<file path="src/rtl/unidad_logica_reg.sv">
// unidad_logica_reg: bitwise logic unit with a 2-entry in-order result buffer
// and valid/ready handshakes on both sides.
// Optional feature: define UNIDAD_LOGICA_CONTADOR_EN to add the contadorOps
// port and its accepted-operation counter.
//
// state | meaning
// VACIO | no result buffered
// UNO   | one result buffered (head valid)
// LLENO | two results buffered, producer stalled
module unidad_logica_reg #(
  parameter int ANCHO      = 8,
  parameter int CONT_ANCHO = 16
) (
  input  logic                  reloj,
  input  logic                  reinicio,
  input  logic [ANCHO-1:0]      entradaA,
  input  logic [ANCHO-1:0]      entradaB,
  input  logic [2:0]            operacion,
  input  logic                  entradaValida,
  output logic                  entradaLista,
  output logic [ANCHO-1:0]      salida,
  output logic                  salidaValida,
  input  logic                  salidaLista,
  output logic                  cero
`ifdef UNIDAD_LOGICA_CONTADOR_EN
  ,
  output logic [CONT_ANCHO-1:0] contadorOps
`endif
);

  typedef enum logic [1:0] {
    VACIO = 2'd0,
    UNO   = 2'd1,
    LLENO = 2'd2
  } estado_t;

  estado_t          estado, estado_sig;
  logic [ANCHO-1:0] cabeza, cabeza_sig;
  logic [ANCHO-1:0] cola, cola_sig;
  logic [ANCHO-1:0] resultado;
  logic             entrada_lista_q;
  logic             salida_valida_q;
  logic             cero_q;
  logic             acepta;
  logic             consume;

  assign entradaLista = entrada_lista_q;
  assign salidaValida = salida_valida_q;
  assign salida       = cabeza;
  assign cero         = cero_q;

  assign acepta  = entradaValida && entrada_lista_q;
  assign consume = salida_valida_q && salidaLista;

  // Bitwise result of the operands presented this cycle.
  always_comb begin
    resultado = '0;
    case (operacion)
      3'b000:  resultado = entradaA & entradaB;
      3'b001:  resultado = ~(entradaA & entradaB);
      3'b010:  resultado = entradaA | entradaB;
      3'b011:  resultado = ~(entradaA | entradaB);
      3'b100:  resultado = ~entradaA;
      3'b101:  resultado = entradaA ^ entradaB;
      3'b110:  resultado = ~(entradaA ^ entradaB);
      default: resultado = entradaA;
    endcase
  end

  // Buffer occupancy and slot contents for the next cycle.
  always_comb begin
    estado_sig = estado;
    cabeza_sig = cabeza;
    cola_sig   = cola;
    case (estado)
      VACIO: begin
        if (acepta) begin
          cabeza_sig = resultado;
          estado_sig = UNO;
        end
      end
      UNO: begin
        if (acepta && consume) begin
          cabeza_sig = resultado;
        end else if (acepta) begin
          cola_sig   = resultado;
          estado_sig = LLENO;
        end else if (consume) begin
          estado_sig = VACIO;
        end
      end
      LLENO: begin
        // entradaLista is low here, so only a consume can move the buffer.
        if (consume) begin
          cabeza_sig = cola;
          estado_sig = UNO;
        end
      end
      default: estado_sig = VACIO;
    endcase
  end

  // State, slots and registered handshake/flag outputs.
  always_ff @(posedge reloj or posedge reinicio) begin
    if (reinicio) begin
      estado          <= VACIO;
      cabeza          <= '0;
      cola            <= '0;
      entrada_lista_q <= 1'b0;
      salida_valida_q <= 1'b0;
      cero_q          <= 1'b1;
    end else begin
      estado          <= estado_sig;
      cabeza          <= cabeza_sig;
      cola            <= cola_sig;
      entrada_lista_q <= (estado_sig != LLENO);
      salida_valida_q <= (estado_sig != VACIO);
      cero_q          <= ~|cabeza_sig;
    end
  end

`ifdef UNIDAD_LOGICA_CONTADOR_EN
  // Count accepted operations, wrapping naturally at full scale.
  always_ff @(posedge reloj or posedge reinicio) begin
    if (reinicio) begin
      contadorOps <= '0;
    end else if (acepta) begin
      contadorOps <= contadorOps + 1'b1;
    end
  end
`endif

endmodule
</file>
<file path="config.mk">
export PLATFORM = sky130hd
export DESIGN_NAME = unidad_logica_reg
export DESIGN_NICKNAME = d
export VERILOG_FILES = /design/src/rtl/unidad_logica_reg.sv
export SDC_FILE = /design/constraint.sdc
export NUM_CORES = 1
export LEC_CHECK = 0
export ABC_AREA = 1
export BUFFER_PORTS_ARGS = -buffer_cell sky130_fd_sc_hd__buf_2
export CAP_MARGIN = 20
export CELL_PAD_IN_SITES_DETAIL_PLACEMENT = 1
export CELL_PAD_IN_SITES_GLOBAL_PLACEMENT = 2
export CORE_UTILIZATION = 32
export CTS_CLUSTER_SIZE = 20
export DETAILED_ROUTE_END_ITERATION = 8
export PLACE_DENSITY_LB_ADDON = 0.1
export SLEW_MARGIN = 20
export SYNTH_ARGS = -nofsm -noshare
export SYNTH_HDL_FRONTEND = slang
export SYNTH_SLANG_ARGS = --single-unit
</file>
<file path="constraint.sdc">
create_clock -name reloj -period 2.25 [get_ports reloj]
set_input_delay 0.1125 -clock reloj [delete_from_list [all_inputs] [get_ports reloj]]
set_output_delay 0.1125 -clock reloj [all_outputs]
set_load 0.1 [all_outputs]
</file>
## Word-level counts from Yosys, hierarchy flattened

Cells that the tools add are included.

| word-level totals | value |
|---|---|
| bits of input ports | 23 |
| register bits after elaboration | 21 |
| output and inout bits | 11 |
| logic and storage cells | 43 |

| operators by class | value |
|---|---|
| reduce and logical (&&, ||, !) cells | 9 |
| bitwise operators | 8 |
| equal/unequal tests | 9 |
| multiplexer cells | 11 |

Operator list:

| kind | count |
|---|---|
| $pmux 8 s7 | 1 |
| $not 8->8 | 4 |
| $mux 8 | 3 |
| $pmux 8 s3 | 1 |
| $mux 2 | 5 |
| $eq 3x3->1 const B | 3 |
| $and 8x8->8 | 1 |
| $or 8x8->8 | 1 |
| $reduce_or 8->1 | 1 |
| $xor 8x8->8 | 1 |
| $eq 3x2->1 const B | 2 |
| $pmux 2 s3 | 1 |
| $eq 3x1->1 const B | 1 |
| $logic_and 1x1->1 | 3 |
| $logic_not 3->1 | 1 |
| $reduce_and 3->1 | 1 |
| $eq 2x1->1 const B | 1 |
| $eq 2x2->1 const B | 1 |
| $logic_not 2->1 | 1 |
| $ne 2x2->1 const B | 1 |
| $reduce_bool 2->1 | 1 |
| $logic_not 1->1 | 1 |
| $not 1->1 | 1 |

## Logic depth before layout (Yosys ltp)

| logic depth | value |
|---|---|
| depth after elaboration | 7 |
| gate-level depth with buffers | 15 |
| gate-level depth less buffers | 14 |

## Worst setup path after synthesis

No wires, ideal clock.

| timing | value |
|---|---|
| kind | register to register |
| from | register entrada_lista_q, in the netlist entradaLista |
| to | register cero_q, in the netlist cero |
| cell stages (with the launch flop) | 10 |
| data required time | 2176 ps |
| path slack | 32 ps |
| arrival time | 2144 ps |
| library setup time | 74 ps |
| clock period less this slack | 2218 ps |
| path buffers | 0 |
| cell sequence | dfrtp_1 > nand2_1 > nor2_1 > inv_1 > a21oi_1 > nand2_1 > nand4_1 > nor2_1 > nand2_1 > nor2_1 |

| on the way | value |
|---|---|
| cells in the longest elaborated chain, start to end | 6 |
| elaborated cells on any way between the ends | 7 |
| classes of those cells | mux: 3; reduce/logical: 4 |

Ends and longest elaborated chain:

| item | line | RTL |
|---|---|---|
| from (decl) | 41 | `logic entrada_lista_q;` |
| from (signal assigned) | 116 | `entrada_lista_q <= (estado_sig != LLENO);` |
| $logic_and 1x1->1 * | 52 | `assign acepta = entradaValida && entrada_lista_q;` |
| $logic_and 1x1->1 | 83 | `if (acepta && consume) begin` |
| $mux 8 | 83 |  |
| $pmux 8 s3 * | 75 | `case (estado)` |
| net cabeza_sig[4] | 38 | `logic [ANCHO-1:0] cabeza, cabeza_sig;` |
| $reduce_or 8->1 * | 118 | `cero_q <= ~\|cabeza_sig;` |
| $logic_not 1->1 * | 118 |  |
| to (signal assigned) | 118 |  |
| to (decl) | 43 | `logic cero_q;` |

Mark *: on every way through the listed nets, which the timed path passes. The rest lies on a longest branch.
A chain may end at the register's enable or synchronous reset.

## Final worst setup path

Same ends and word-level chain as after synthesis.

==> impl_metrics.yaml <==
status:
  status: "finished clean"
placement:
  routabilityCongestion: 0.742
  hpwl_um: 4890
  io_buffers: 33
timing:
  fin_tns_setup_ns: 0
  final.min_clock_period_ns: 1.71
  setup_viol: 0
  final-hold-violation-count: 0
  slew_viol_final: 0
  maxSlewHeadroom: 0.398
  max_freq_mhz: 586
  final.setup_skew_ns: 0.00682
  fin_crit_sh: 0.758
  grt_setup_unrepaired: "false"
  worst_pin_slew_ns: 0.901
final_layout:
  area_growth_pct: 15.4
  seq_area_um2: 527
  drive_gt1_frac: 0.137
  fin_nets: 426
  nFillCells: 875
  utilization: 0.380
  insertedDiodeCount: 0
  multi_input_area_um2: 1280
global_routing:
  grtUsageTotal: 0.196
  grt_pass1_wl_um: 11000
  grt_antenna_before_repair: 0
  grt_start_max_net_pins: 22
  grt_pass1_vias: 2371
  overflow: 0
detailed_routing:
  vias: 2279
  firstDrtPassIters: 5
  vias_per_cell: 4.92
  drt_iter0_drc: 108
  ant_nets: 0
  drcViolationCount: 0
  wl_um: 6400
  avgRoutedWirePerCell_um: 13.8
worst_setup_path:
  cp.required_ns: 2.45
  path_class: "reg2reg"
  reg2regPathDepth: 9
  crit_fanout: 16
  critical_path.cell_chain: "nand2_1, inv_1, o21ai_0, inv_1, nand2_1, nand4_1, nor2_1, nand2_1, nor2_1"
  cp.arrival_ns: 1.91
  critPathSlowestCell: "dfrtp_1"
  crit_buf_inv: 2
  crit_top_cell: "nand2_1"
  crit_start: "entradaLista"
  critPathMaxStageDelay_ns: 0.38
  cp-end-kind: "register"
  regToRegEndpoint: "cero"
  crit_family: "simple AND/OR/NAND/NOR gates"
  worstSetupStartpointType: "register"
  r2r_slack_ns: 0.54
  timing.rr.start: "entradaLista"
clocking:
  cts_sinks: 21
  cts_setup_buffers: 0
  htreeDepth: 1
  cts_buffer_depth: 2
  cts_hold_buf: 0
  ctsResizeCount: 0
  tritoncts: "done"
  cts_root_buffer: "clkbuf_8"
  numCtsBuffers: 3
  clock_latency_ns: 0.27
  clk_pin_slew_ns: 0.08
yosys:
  ys_seq_elements: 21
  synthTopCellsByArea: "dfrtp_1 24%, nand2_1 21%, ha_1 9.6%"
  ys_types: 23
  yosys_warnings: 0
  synth_top_family_by_area: "simple AND/OR/NAND/NOR gates"
  avgSynthCellArea_um2: 5.97
  yosys.area.top_type: "dfrtp_1"
  synth_most_common_cell: "nand2_1"
  async_flop_share: 1.00
  synthFlopType: "dfrtp_1"
  synth_top_area_frac: 0.239
  synth_compound_area_frac: 0.109
  synthCells: 351
  netlist_area_um2: 2090
  ys_top_cells_by_count: "115 x nand2_1, 53 x inv_1, 42 x nor2_1"
  yosys.area_share.xor_xnor: 0
  synth_adder_area_share: 0.0956
  synth_mux_area_frac: 0
  syn_nets: 390
  synthSimpleGateAreaFrac: 0.409
  seq_area_frac_synth: 0.251
  synth-edff-count: 0
floorplan:
  start_util: 0.330
  io_pins: 34
  die_x_um: 82.9
  core-area_um2: 6350
  dieArea_um2: 6870
  std_cell_rows: 29
  die_h_um: 82.9
power_and_ir_drop:
  ir_worst_vdd_mv: 0.878
  power.leakage_nw: 1.38
  pwr_density_cell_nw_per_um2: 1180
  p_total_mw: 2.85
min_path:
  hold_path_class: "in2async"
run:
  maxCapViolCount: 0
[area by class of cell]
class,instances,share of cell area
multi-input cells,262,0.532
flip-flops and latches,21,0.218
repair buffers,43,0.105
inverters,56,0.0870
well taps,77,0.0399
clock buffers,4,0.0186
[per-layer routing]
metal  GRT usage  vias up  wire (µm)
li1            -     1179          -
met1       0.262     1074       3240
met2       0.344       21       3000
met3      0.0268        5        133
met4      0.0235        0         27
met5           0        -          0
[through the flow]
step	hold slack (ns)	std cells	setup slack (ns)	instance area (µm²)
after floorplan	0.0883	351	0.0324	2090
after global placement	0.326	459	0.416	2370
after detailed placement	0.349	459	0.360	2370
after CTS	0.0487	463	0.531	2420
after global routing	0.101	463	0.326	2420
final	0.0283	463	0.545	2420
[layout by cell type, fill, tap and decap left out, types with 3 or more instances in the layout]
cell type,instances
o21ai_0,21
nor2_1,42
buf_4,9
nand2_1,115
o211ai_1,8
a21oi_1,9
dfrtp_1,20
nor2_2,3
nand4_1,13
inv_1,53
clkbuf_8,3
buf_2,33
nand3_1,28
ha_1,16
[worst max-delay path by stage]
stage	depth (start not counted)	end
after global routing	9	cero
final	9	cero
after detailed placement	14	cero
after CTS	9	cero
after floorplan	9	cero
after global placement	14	cero
[flip-flops by register name (all words and copies together), names as in the netlist]
register      flops
cero              1
cola              8
entradaLista      1
estado            2
salida            8
salidaValida      1
[report_power, final]
group	leakage [nW]	switching (mW)	internal, mW
Combinational	1.10	1.45	0.446
Sequential	0.256	0.132	0.560
Clock	0.0228	0.132	0.127
[worst reg2reg max path, cell delays in order (launching register included)]
cell	delay, ns
dfrtp_1	0.38
nand2_1	0.15
inv_1	0.28
o21ai_0	0.26
inv_1	0.07
nand2_1	0.07
nand4_1	0.11
nor2_1	0.16
nand2_1	0.08
nor2_1	0.09
[logic make-up (layout without fill, tap and decap cells)]
family	Yosys count	in the layout
AND/OR/NAND/NOR	205	205
buffers and inverters	68	103
AO/OA/AOI/OAI	41	41
flip-flops	21	21
adder cells (fa/ha/maj)	16	16
Note: power is estimated with default switching activity, not from simulation.
